<file path="config.mk">
export PLATFORM = sky130hd
export DESIGN_NAME = hud_state_ctrl
export DESIGN_NICKNAME = d
export VERILOG_FILES = /design/src/rtl/hud_state_ctrl.sv
export SDC_FILE = /design/constraint.sdc
export NUM_CORES = 1
export LEC_CHECK = 0
export ABC_AREA = 1
export ABC_CLOCK_PERIOD_IN_PS = 5850
export CAP_MARGIN = 10
export CORE_MARGIN = 2
export CORE_UTILIZATION = 35
export CTS_BUF_LIST = sky130_fd_sc_hd__clkbuf_16
export CTS_CLUSTER_SIZE = 20
export DETAILED_ROUTE_END_ITERATION = 6
export DONT_BUFFER_PORTS = 1
export HOLD_SLACK_MARGIN = 0.06
export PLACE_DENSITY = 0.57
export SLEW_MARGIN = 15
export SYNTH_ARGS = -nofsm -noshare
export SYNTH_HDL_FRONTEND = slang
export SYNTH_SLANG_ARGS = --single-unit
</file>
<file path="constraint.sdc">
create_clock -name clk -period 5.85 [get_ports clk]
set_input_delay 1.17 -clock clk [delete_from_list [all_inputs] [get_ports clk]]
set_output_delay 1.17 -clock clk [all_outputs]
set_load 0.01 [all_outputs]
</file>
<file path="src/rtl/hud_state_ctrl.sv">
// ============================================================================
// hud_state_ctrl : game-flow FSM driving BCD score, player, timer and winner
//                  digits for a two-player memory-match HUD.
// Option macro   : HUD_RELOAD_ON_HIT_EN (a hit also restarts the turn timer)
// Revision       : 1.0
// ============================================================================
`default_nettype none

module hud_state_ctrl #(
  parameter int CLK_HZ    = 50000000,
  parameter int TURN_SECS = 15,
  parameter int PAIRS     = 8
) (
  input  logic       clk,
  input  logic       reset,
  input  logic       start,
  input  logic       match_valid,
  input  logic       match_hit,
  output logic [3:0] p1_score,
  output logic [3:0] p2_score,
  output logic [3:0] cur_player,
  output logic [3:0] timer_tens,
  output logic [3:0] timer_ones,
  output logic [3:0] winner,
  output logic       game_over
);

  localparam int              c_pw        = (CLK_HZ > 1) ? $clog2(CLK_HZ) : 1;
  localparam logic [c_pw-1:0] c_presc_max = c_pw'(CLK_HZ - 1);
  localparam logic [3:0]      c_tens      = 4'(TURN_SECS / 10);
  localparam logic [3:0]      c_ones      = 4'(TURN_SECS % 10);
  localparam logic [4:0]      c_pairs     = 5'(PAIRS);

  typedef enum logic [1:0] {
    IDLE = 2'd0,
    PLAY = 2'd1,
    OVER = 2'd2
  } state_t;

  state_t          r_state, w_nxt_state;
  logic [c_pw-1:0] r_presc, w_nxt_presc;
  logic [3:0]      r_p1, w_nxt_p1;
  logic [3:0]      r_p2, w_nxt_p2;
  logic [3:0]      r_cur, w_nxt_cur;
  logic [3:0]      r_tens, w_nxt_tens;
  logic [3:0]      r_ones, w_nxt_ones;
  logic [3:0]      r_winner, w_nxt_winner;
  logic            r_game_over, w_nxt_game_over;
  logic            w_tick;
  logic [4:0]      w_sum;
  logic [3:0]      w_other;

  always_ff @(posedge clk) begin
    if (reset) begin
      r_state     <= IDLE;
      r_presc     <= '0;
      r_p1        <= 4'd0;
      r_p2        <= 4'd0;
      r_cur       <= 4'd1;
      r_tens      <= c_tens;
      r_ones      <= c_ones;
      r_winner    <= 4'd0;
      r_game_over <= 1'b0;
    end else begin
      r_state     <= w_nxt_state;
      r_presc     <= w_nxt_presc;
      r_p1        <= w_nxt_p1;
      r_p2        <= w_nxt_p2;
      r_cur       <= w_nxt_cur;
      r_tens      <= w_nxt_tens;
      r_ones      <= w_nxt_ones;
      r_winner    <= w_nxt_winner;
      r_game_over <= w_nxt_game_over;
    end
  end

  always_comb begin
    w_nxt_state     = r_state;
    w_nxt_presc     = r_presc;
    w_nxt_p1        = r_p1;
    w_nxt_p2        = r_p2;
    w_nxt_cur       = r_cur;
    w_nxt_tens      = r_tens;
    w_nxt_ones      = r_ones;
    w_nxt_winner    = r_winner;
    w_nxt_game_over = r_game_over;
    w_tick          = (r_state == PLAY) && (r_presc == c_presc_max);
    w_other         = (r_cur == 4'd1) ? 4'd2 : 4'd1;
    w_sum           = 5'd0;

    case (r_state)
      PLAY: begin
        w_nxt_presc = w_tick ? '0 : r_presc + 1'b1;
        // A guess outranks a same-cycle tick: the tick is simply dropped.
        if (match_valid) begin
          if (match_hit) begin
            if (r_cur == 4'd1) begin
              w_nxt_p1 = (r_p1 < 4'd9) ? r_p1 + 4'd1 : r_p1;
            end else begin
              w_nxt_p2 = (r_p2 < 4'd9) ? r_p2 + 4'd1 : r_p2;
            end
`ifdef HUD_RELOAD_ON_HIT_EN
            w_nxt_tens  = c_tens;
            w_nxt_ones  = c_ones;
            w_nxt_presc = '0;
`endif
          end else begin
            w_nxt_cur   = w_other;
            w_nxt_tens  = c_tens;
            w_nxt_ones  = c_ones;
            w_nxt_presc = '0;
          end
        end else if (w_tick) begin
          if (r_tens == 4'd0 && r_ones == 4'd1) begin
            w_nxt_cur  = w_other;
            w_nxt_tens = c_tens;
            w_nxt_ones = c_ones;
          end else if (r_ones == 4'd0) begin
            w_nxt_ones = 4'd9;
            w_nxt_tens = r_tens - 4'd1;
          end else begin
            w_nxt_ones = r_ones - 4'd1;
          end
        end

        // End of game is judged on the scores being written this edge.
        w_sum = {1'b0, w_nxt_p1} + {1'b0, w_nxt_p2};
        if (w_sum >= c_pairs) begin
          w_nxt_state     = OVER;
          w_nxt_game_over = 1'b1;
          if (w_nxt_p1 > w_nxt_p2) begin
            w_nxt_winner = 4'd1;
          end else if (w_nxt_p2 > w_nxt_p1) begin
            w_nxt_winner = 4'd2;
          end else begin
            w_nxt_winner = 4'd0;
          end
        end
      end

      default: begin
        if (r_state == IDLE) begin
          w_nxt_presc = '0;
        end
        if (start) begin
          w_nxt_state     = PLAY;
          w_nxt_p1        = 4'd0;
          w_nxt_p2        = 4'd0;
          w_nxt_cur       = 4'd1;
          w_nxt_winner    = 4'd0;
          w_nxt_game_over = 1'b0;
          w_nxt_tens      = c_tens;
          w_nxt_ones      = c_ones;
          w_nxt_presc     = '0;
        end
      end
    endcase
  end

  assign p1_score   = r_p1;
  assign p2_score   = r_p2;
  assign cur_player = r_cur;
  assign timer_tens = r_tens;
  assign timer_ones = r_ones;
  assign winner     = r_winner;
  assign game_over  = r_game_over;

endmodule

`default_nettype wire
</file>
# Word-level counts from Yosys, hierarchy flattened
# Index checks and enable logic that the tools add are counted.
[word_totals]
register_bits = 53
in_bits = 5
output_inout_bits = 25
wordCells = 89
[classes]
n_addsub = 6
n_lt_le_gt_ge = 5
n_eq_ne = 9
mux = 49
reduce_logical = 11
[op_table]
columns = ["op", "n"]
rows = [
  ["$mux 26", 6],
  ["$mux 4", 34],
  ["$add 26x1->26 const B", 1],
  ["$eq 26x26->1 const B", 1],
  ["$mux 2", 6],
  ["$add 4x1->4 const B", 2],
  ["$eq 4x1->1 const B", 2],
  ["$gt 4x4->1", 2],
  ["$logic_not 4->1", 2],
  ["$lt 4x4->1 const B", 2],
  ["$reduce_and 4->1", 2],
  ["$sub 4x1->4 const B", 2],
  ["$ne 3x3->1 const B", 2],
  ["$add 4x4->5", 1],
  ["$ge 5x4->1 const B", 1],
  ["$ne 4x2->1 const B", 1],
  ["$mux 1", 3],
  ["$ne 3x2->1 const B", 1],
  ["$reduce_and 3->1", 1],
  ["$reduce_bool 3->1", 1],
  ["$eq 2x1->1 const B", 1],
  ["$logic_and 1x1->1", 2],
  ["$logic_not 2->1", 1],
  ["$ne 2x1->1 const B", 1],
  ["2 further kinds", 2],
]

# Logic depth before layout (Yosys ltp)
# Gate-level depths: netlist (run 1).
[depth]
depth_word = 11
ltp_mapped = 18
ltp_nobuf = 18

# Worst setup path after synthesis (run 1)
# No wires, ideal clock.
[synth_timing]
path_type = "input -> register"
from = "input match_valid"
to = "register r_winner[0] (netlist: winner[0])"
setup_ns = 0.135
arrival_time_ns = 2.743
t_required_ns = 5.715
setup_slack_ns = 2.971
path_stages = 13
cell_sequence = "nand2_2 -> nor2_4 -> nand2_1 -> xor2_1 -> ha_1 -> inv_1 -> fa_1 -> nand2_1 -> nand2_1 -> nand3_1 -> o21ai_2 -> nand2_1 -> a21oi_1"
[synth_via]
elab_chain_len = 6
[synth_rtl]
columns = ["element", "line_no", "rtl"]
rows = [
  ["start, declared", "17", "input logic match_valid,"],
  ["$mux 4", "95", "if (match_valid) begin"],
  ["$mux 4", "91", "case (r_state)"],
  ["$add 4x4->5 or $gt 4x4->1 (tied branches)", "127, 131", ""],
  ["$ge 5x4->1 or $mux 2 (tied branches)", "128, 131", ""],
  ["$ne 2x1->1 (no source line) or $mux 4 (tied branches)", "--", ""],
  ["$reduce_and 2->1 (no source line) or $mux 4 (tied branches)", "--", ""],
  ["end signal, assigned", "72", "r_winner <= w_nxt_winner;"],
  ["end, declared", "47", "logic [3:0] r_winner, w_nxt_winner;"],
]
# Several ways; a longest one is shown, not always the timed one. The select of a mux whose other input is x is not followed.
# A chain may end at the register's enable or synchronous reset.

# Worst setup path in the final report (run 1)
[layout_timing]
from = "input match_valid"
to = "register r_winner[1] (netlist: winner[1])"
[layout_via]
elab_chain_len = 7
[layout_rtl]
columns = ["element"]
rows = [
  ["branches (longest 7 deep; another with $add 4x4->5)"],
]
# Several ways; the timed one is not identified. The select of a mux whose other input is x is not followed.

==> summary.md, run 1 <==
| Metric | Value |
|---|---|
| Post-CTS sizing | `0` |
| Proportion of layout cells with a drive suffix above 1 | `0.1107` |
| Fill count | `985` |
| Status | `finished clean` |
| Pwr/cell area | `about 260 nW/um^2` |
| Static Leak | `1.335 nW` |
| Clock power share | `0.357` |
| GRT Total Usage | `0.1642` |
| Seq/Total Area, Yosys | `0.2886` |
| Top-count cell post-synth | `nand2_1` |
| Crit share post-route | `0.4816` |
| Total Negative Setup Slacks | `0 ns` |
| Setup Fix Bufs, Post-CTS | `0` |
| Synthesized cell area | `between 3000 and 4000 um^2` |
| Clock-pin slew on the worst setup and hold paths | `0.06 ns` |
| Clock Tree Root | `clkbuf_16` |
| Starting DRT DRC Count | `roughly 140` |
| Critical path startpoint category | `input port` |
| Peak VDD IR | `between 100 and 150 uV` |
| Critical path, cell by cell | `nand2_2, nor2_4, nand2_1, xor2_1, ha_1, inv_1, fa_1, nand2_1, nand2_1, nand3_1, o21ai_2, nand2_1, a21oi_1` |
| CP arrival | `approximately 3.0 ns` |
| Layout Area Growth over Synthesis | `6.802%` |
| First-pass GRT wire length | `approximately 14 mm` |
| Cts hold-fix bufs | `0` |
| Initial Utilization | `0.3603` |
| CTS tree | `built` |
| Sw Ratio | `0.3395` |
| Vias | `3092` |
| Pin count of the biggest net entering global routing | `30` |
| Slew Limit Fails | `0` |
| DRT Wirelength | `7.996 mm` |
| Net Sw Power | `309.6 uW` |
| Post-DP HPWL | `slightly below 6 mm` |
| Hold Crit Class | `flip-flop to flip-flop` |
| Post-layout util | `0.3848` |
| Combinational fraction of design power | `0.244` |
| Final setup fails | `0` |
| Final Hold Fails | `0` |
| Die area | `~10000 um^2` |
| Die Y-Extent | `a little over 100 um` |
| Gr ovfl total | `0` |
| Core Area | `between 9000 and 10000 um^2` |
| DR vias/cell | `4.939` |
| DR WL/cell | `12.77 um` |
| Inst Count DP | `a little over 600` |
| H-Tree Level Count | `2` |
| Syn. warnings | `0` |
| Layout Skew | `between 0.009 and 0.01 ns` |
| Die Wd | `approximately 100 um` |
| Top post-synthesis cells by area | `dfxtp_1 29%, nand2_1 13%, nand3_1 8.3%` |
| DR pass1 iterations | `4` |
| Final cell count without fillers | `around 630` |
| Post-route cell area | `3556 um^2` |
| CTS sink cnt | `48` |
| Rel. slew slack | `0.4927` |
| Worst path top cell family by delay | `simple AND/OR/NAND/NOR gates` |
| Final #Nets | `517` |
| WS Path Type | `input port to flip-flop` |
| Max FO, Critical Path | `7` |
| Primary FF master, synth | `dfxtp_1` |
| Placer's final routability congestion estimate | `between 0.8 and 0.9` |
| Share of the synthesized area in the top cell type | `0.2886` |
| Vias in the first global route | `2929` |
| DRC | `0` |
| Maxcap violations | `0` |
| P_int | `around 600 uW` |
| Yosys cell types | `41` |
| RSZ-0062 raised after global routing | `no` |
| Most numerous cell on the critical path | `nand2_1` |
| CP max stage cell | `fa_1` |
| Ant. Diodes | `0` |
| TritonCTS Buffers | `5` |
| IO Pins | `30` |
| Flops & latches, synth | `48` |
| Worst-Skew Late Latency | `roughly 0.29 ns` |
| CTS max path bufs | `2` |
| Crit path time final | `around 2.8 ns` |
| Actual slew at the worst max-slew pin | `between 0.7 and 0.8 ns` |
| Most frequent cells after synthesis | `117 x nand2_1, 58 x inv_1, 55 x nand3_1` |
| Port bufs | `0` |
| DP Area | `about 3400 um^2` |
| Ys async rst share | `0` |
| Synthesized area per cell | `~6.6 um^2` |
| Crit-path max cell delay | `around 0.41 ns` |
| Register area | `slightly below 1000 um^2` |
| Routed Antenna Nets | `0` |
| Post-synth top area cell | `dfxtp_1` |
| Nature of the critical path endpoint | `flip-flop` |
| Worst Path Buf+Inv | `1` |
| Data required time of the worst path | `just over 6 ns` |
| Sequential share of power | `0.400` |
| Syn Inst Count | `a little over 500` |
| Antenna violations before repair | `0` |
| Rows | `35` |
| Area of the multi-input gates | `about 2000 um^2` |
| Upper clock frequency limit | `roughly 0.35 GHz` |
| EDFF count, synth | `0` |
[registers in the layout (all words and copies together) (netlist names)]
register	count
p1_score	4
winner	2
timer_tens	4
r_presc	26
cur_player	2
timer_ones	4
p2_score	4
r_state	2
[layout make-up]
cell class,instances,share of cell area
tap,129,0.04539
sequential,48,0.2702
inverter,67,0.07108
clock inverter,3,0.01056
multi-input combinational,374,0.5676
clock buffer,5,0.03519
[logic make-up (layout without fill, tap and decap cells)]
| group | Yosys count | after routing | share of synthesized area |
|---|---|---|---|
| and+or+nand+nor | 278 | 278 | 0.4044 |
| buffers and inverters | 85 | 75 | 0.1086 |
| AOI/OAI and AO/OA | 69 | 69 | 0.1165 |
| DFF | 48 | 48 | 0.2886 |
| adders and majority gates | 16 | 16 | 0.06238 |
| xor gates and xnor gates | 7 | 7 | 0.01841 |
| other | 1 | 4 | 0.001126 |
[final timing paths]
kind / end / cells past startpoint / startpoint / slack (ns)
worst max register to register: winner[1]$_SDFFE_PP0P_ / 18 / p2_score[0]$_SDFFE_PP0P_ / 3.18
worst max-delay path: winner[1]$_SDFFE_PP0P_ / 13 / match_valid / 3.03
worst min-delay path: r_state[0]$_SDFFE_PP0P_ / 2 / r_state[0]$_SDFFE_PP0P_ / 0.49
worst min register to register: r_state[0]$_SDFFE_PP0P_ / 2 / r_state[0]$_SDFFE_PP0P_ / 0.49
[stage by stage]
stage / hold slack, ns / setup slack (ns) / total power, mW
after floorplan: 0.4625 / 2.971 / 0.5564
after global placement: 0.4788 / 2.796 / 0.5918
after detailed placement: 0.4808 / 2.734 / 0.5954
after CTS: 0.4912 / 3.029 / 0.9219
after global routing: 0.5297 / 2.815 / 0.9664
final: 0.4880 / 3.032 / 0.9119
[worst reg2reg max path: stages, from the launching register on]
cell and delay, ns:
dfxtp_1 0.47, inv_1 0.10, ha_1 0.21, a21oi_1 0.26, nor2_4 0.08, inv_2 0.08, nand2_1 0.06, o21ai_2 0.08
inv_2 0.07, ha_1 0.27, inv_1 0.09, nand2_1 0.06, a21oi_1 0.19, nor2_1 0.06, nand2_1 0.07, nand3_1 0.15
o21ai_2 0.12, nand2_1 0.07, a21oi_1 0.13
[routing by layer]
metal  part of all wire  track usage  up-vias
met5                  0            0        -
met4             0.0086      0.03742        0
met3              0.051      0.03175        5
met2               0.47       0.2819       61
met1               0.47       0.2125     1425
li1                   -            -     1601
[power by group through the flow]
stage	logic [mW]	clock network, mW	registers [mW]
final	0.222	0.325	0.364
after global routing	0.253	0.346	0.368
after CTS	0.224	0.333	0.365
after detailed placement	0.223	0	0.372
after global placement	0.220	0	0.372
after floorplan	0.189	0	0.367
[cells in the final DEF (no fill, tap or decap), drive strengths merged, types with 5 or more instances in the layout]
master / instances
a21oi: 39
clkbuf: 5
dfxtp: 48
ha: 15
inv: 66
nand2: 126
nand3: 62
nand4: 13
nor2: 64
nor3: 7
o21ai: 23
xor2: 5
Note: power is estimated with default switching activity, not from simulation.
==> run 2, diff against run 1 <==
--- a/config.mk
+++ b/config.mk
@@ -6,7 +6,7 @@
 export NUM_CORES = 1
 export LEC_CHECK = 0
 export ABC_AREA = 1
-export ABC_CLOCK_PERIOD_IN_PS = 5850
+export ABC_CLOCK_PERIOD_IN_PS = 2950
 export CAP_MARGIN = 10
 export CORE_MARGIN = 2
 export CORE_UTILIZATION = 35
==> constraint.sdc (replaced) <==
create_clock -name clk -period 2.95 [get_ports clk]
set_input_delay 0.59 -clock clk [delete_from_list [all_inputs] [get_ports clk]]
set_output_delay 0.59 -clock clk [all_outputs]
set_load 0.01 [all_outputs]
==> summary.md, run 2 (synthesized netlist as in run 1, its figures left out) <==
| Metric | Value |
|---|---|
| Status | `finished clean` |
| Reg2reg start | `p1_score[0]$_SDFFE_PP0P_` |
| Rel. slew slack | `0.5184 (+0.02570)` |
| Largest register by flop count | `r_presc` |
| Most numerous cell on the critical path | `nand2_1` |
| Core Area | `9240 um^2 (unchanged)` |
| Crit-path max cell delay | `0.44 ns (+0.03 ns)` |
| Peak VDD IR | `266.9 uV (+90%)` |
| Layout Area Growth over Synthesis | `6.501%` |
| DRC | `0 (unchanged)` |
| First-pass GRT wire length | `13.72 mm (+0.66%)` |
| Layout Skew | `0.01122 ns (+0.001914 ns)` |
| DR WL/cell | `12.75 um (-0.15%)` |
| Antenna violations before repair | `0 (unchanged)` |
| RSZ-0062 raised after global routing | `no` |
| CTS max path bufs | `2 (unchanged)` |
| H-Tree Level Count | `2 (unchanged)` |
| Largest register FFs | `26 (unchanged)` |
| Die Wd | `101.5 um (unchanged)` |
| CTS sink cnt | `48 (unchanged)` |
| Gr ovfl total | `0 (unchanged)` |
| Worst path top cell family by delay | `adder cells` |
| Data required time of the worst path | `3.17 ns (-2.86 ns)` |
| Port bufs | `0 (unchanged)` |
| Cts hold-fix bufs | `0 (unchanged)` |
| Crit share post-route | `0.8890` |
| FF-to-FF End | `winner[0]$_SDFFE_PP0P_` |
| Commonest cells after routing, fill and taps aside | `117 x nand2_1, 58 x inv_1, 55 x nand3_1` |
| Inst Count DP | `620 (+0.32%)` |
| Initial Utilization | `0.3603 (unchanged)` |
| CP arrival | `2.84 ns (-0.16 ns)` |
| Nature of the critical path endpoint | `flip-flop` |
| Proportion of layout cells with a drive suffix above 1 | `0.1145 (+0.003794)` |
| Final setup fails | `0 (unchanged)` |
| TritonCTS Buffers | `5 (unchanged)` |
| DP Area | `3408 um^2 (+0.44%)` |
| DR vias/cell | `4.933 (-0.13%)` |
| Vias in the first global route | `2972 (+1.5%)` |
| Post-route cell area | `3546 um^2 (-0.28%)` |
| CTS tree | `built` |
| Slew Limit Fails | `0 (unchanged)` |
| Final Hold Fails | `0 (unchanged)` |
| Worst Path Buf+Inv | `2 (+1)` |
| DR pass1 iterations | `4 (unchanged)` |
| Pwr/cell area | `484.8 nW/um^2 (+89%)` |
| Setup Fix Bufs, Post-CTS | `0 (unchanged)` |
| Final cell count without fillers | `627 (+0.16%)` |
| Placer's final routability congestion estimate | `0.8397 (-3.4%)` |
| Commonest non-fill, non-tap cell in the layout | `nand2_1` |
| Static Leak | `1.334 nW (about the same)` |
| Worst R2R Path Depth | `14 (-4)` |
| R2R Setup Slk | `0.33 ns (-2.85 ns)` |
| Routed Antenna Nets | `0 (unchanged)` |
| Vias | `3093 (+0.032%)` |
| Post-DP HPWL | `5.821 mm (-1.4%)` |
| IO Pins | `30 (unchanged)` |
| WS Path Type | `flip-flop to flip-flop` |
| Rows | `35 (unchanged)` |
| Actual slew at the worst max-slew pin | `0.7217 ns (-0.03755 ns)` |
| Clock Tree Root | `clkbuf_16` |
| Ant. Diodes | `0 (unchanged)` |
| Die area | `10310 um^2 (unchanged)` |
| DRT Wirelength | `7.997 mm (about the same)` |
| Critical path, cell by cell | `inv_1, ha_1, nand2_1, nand2_1, nand2_1, xor2_1, ha_1, inv_1, fa_1, nand2_1, nand2_1, nand3_1, nand4_1, a21oi_1` |
| Overall power | `1.719 mW (+89%)` |
| CP max stage cell | `dfxtp_1` |
| Max FO, Critical Path | `5 (-2)` |
| Final #Nets | `519 (+0.39%)` |
| Die Y-Extent | `101.5 um (unchanged)` |
| Total Negative Setup Slacks | `0 ns (unchanged)` |
| Upper clock frequency limit | `between 0.3 and 0.4 GHz` |
| Post-CTS sizing | `0 (unchanged)` |
| Crit path time final | `between 2 and 3 ns` |
| GRT Total Usage | `0.1659 (+0.001621)` |
| HP Start | `reset` |
| Worst-Skew Late Latency | `0.29 ns (about the same)` |
| Post-layout util | `0.3838 (-0.001083)` |
| WHS Path Cells | `1 (-1)` |
| Maxcap violations | `0 (unchanged)` |
| Hold endpoint | `p1_score[0]$_SDFFE_PP0P_` |
| Clock-pin slew on the worst setup and hold paths | `0.07 ns (about the same)` |
| Starting DRT DRC Count | `150 (+9.5%)` |
| Pin count of the biggest net entering global routing | `30 (unchanged)` |
| Hold Crit Class | `input port to flip-flop` |
| Critical path startpoint category | `flip-flop` |
-- run 2: changes by cell type in the layout (fill, tap and decap cells not counted), sizes merged --
cell | before | now
buf | 0 | 2
bufinv | 1 | 0
-- run 2: report_power, final --
part | switching [mW] | internal, mW | total, mW
Clock | 0.250 | 0.309 | 0.558
Sequential | 0.0439 | 0.677 | 0.721
Combinational | 0.315 | 0.124 | 0.439
-- run 2: layer usage --
| metal | global-route usage | routed length (um) | vias up |
|---|---|---|---|
| met5 | 0 | 0 | - |
| met4 | 0.04886 | 107 | 0 |
| met3 | 0.03244 | 326 | 9 |
| met2 | 0.2738 | 3583 | 50 |
| met1 | 0.2190 | 3981 | 1425 |
| li1 | - | - | 1609 |
-- run 2: stage by stage --
step | setup WS [ns] | hold WS (ns)
after floorplan | 0.5907 | 0.4625
after CTS | 0.3176 | 0.3554
final | 0.3274 | 0.3622
after detailed placement | 0.3478 | 0.4838
after global placement | 0.4216 | 0.4804
after global routing | 0.09520 | 0.3464
-- run 2: worst register-to-register path, cell delays in order, from the launching register on --
cell and delay (ns):
dfxtp_1 0.44, inv_1 0.11, ha_1 0.21, nand2_1 0.06, nand2_1 0.06, nand2_1 0.13
xor2_1 0.29, ha_1 0.22, inv_1 0.06, fa_1 0.41, nand2_1 0.07, nand2_1 0.05
nand3_1 0.16, nand4_1 0.11, a21oi_1 0.17
-- run 2: cell type report --
type                       instances  area (um^2)
clock inverter                     2        12.51
inverter                          67        252.7
clock buffer                       5        125.1
fill                             971         5694
tap                              129        161.4
sequential                        48        960.9
multi-input combinational        374         2018
timing repair buffer               2        15.01
-- run 2: worst max-delay path by stage --
stage	startpoint	end	slack, ns	cells after the start
2_1_floorplan	cur_player[0]$_SDFFE_PP1P_	winner[0]$_SDFFE_PP0P_	0.59	14
3_3_place_gp	cur_player[0]$_SDFFE_PP1P_	winner[1]$_SDFFE_PP0P_	0.42	14
3_5_place_dp	p1_score[0]$_SDFFE_PP0P_	winner[0]$_SDFFE_PP0P_	0.35	14
4_1_cts	p1_score[0]$_SDFFE_PP0P_	winner[0]$_SDFFE_PP0P_	0.32	14
5_1_grt	p1_score[0]$_SDFFE_PP0P_	winner[0]$_SDFFE_PP0P_	0.1	15
6_report	p1_score[0]$_SDFFE_PP0P_	winner[0]$_SDFFE_PP0P_	0.33	14
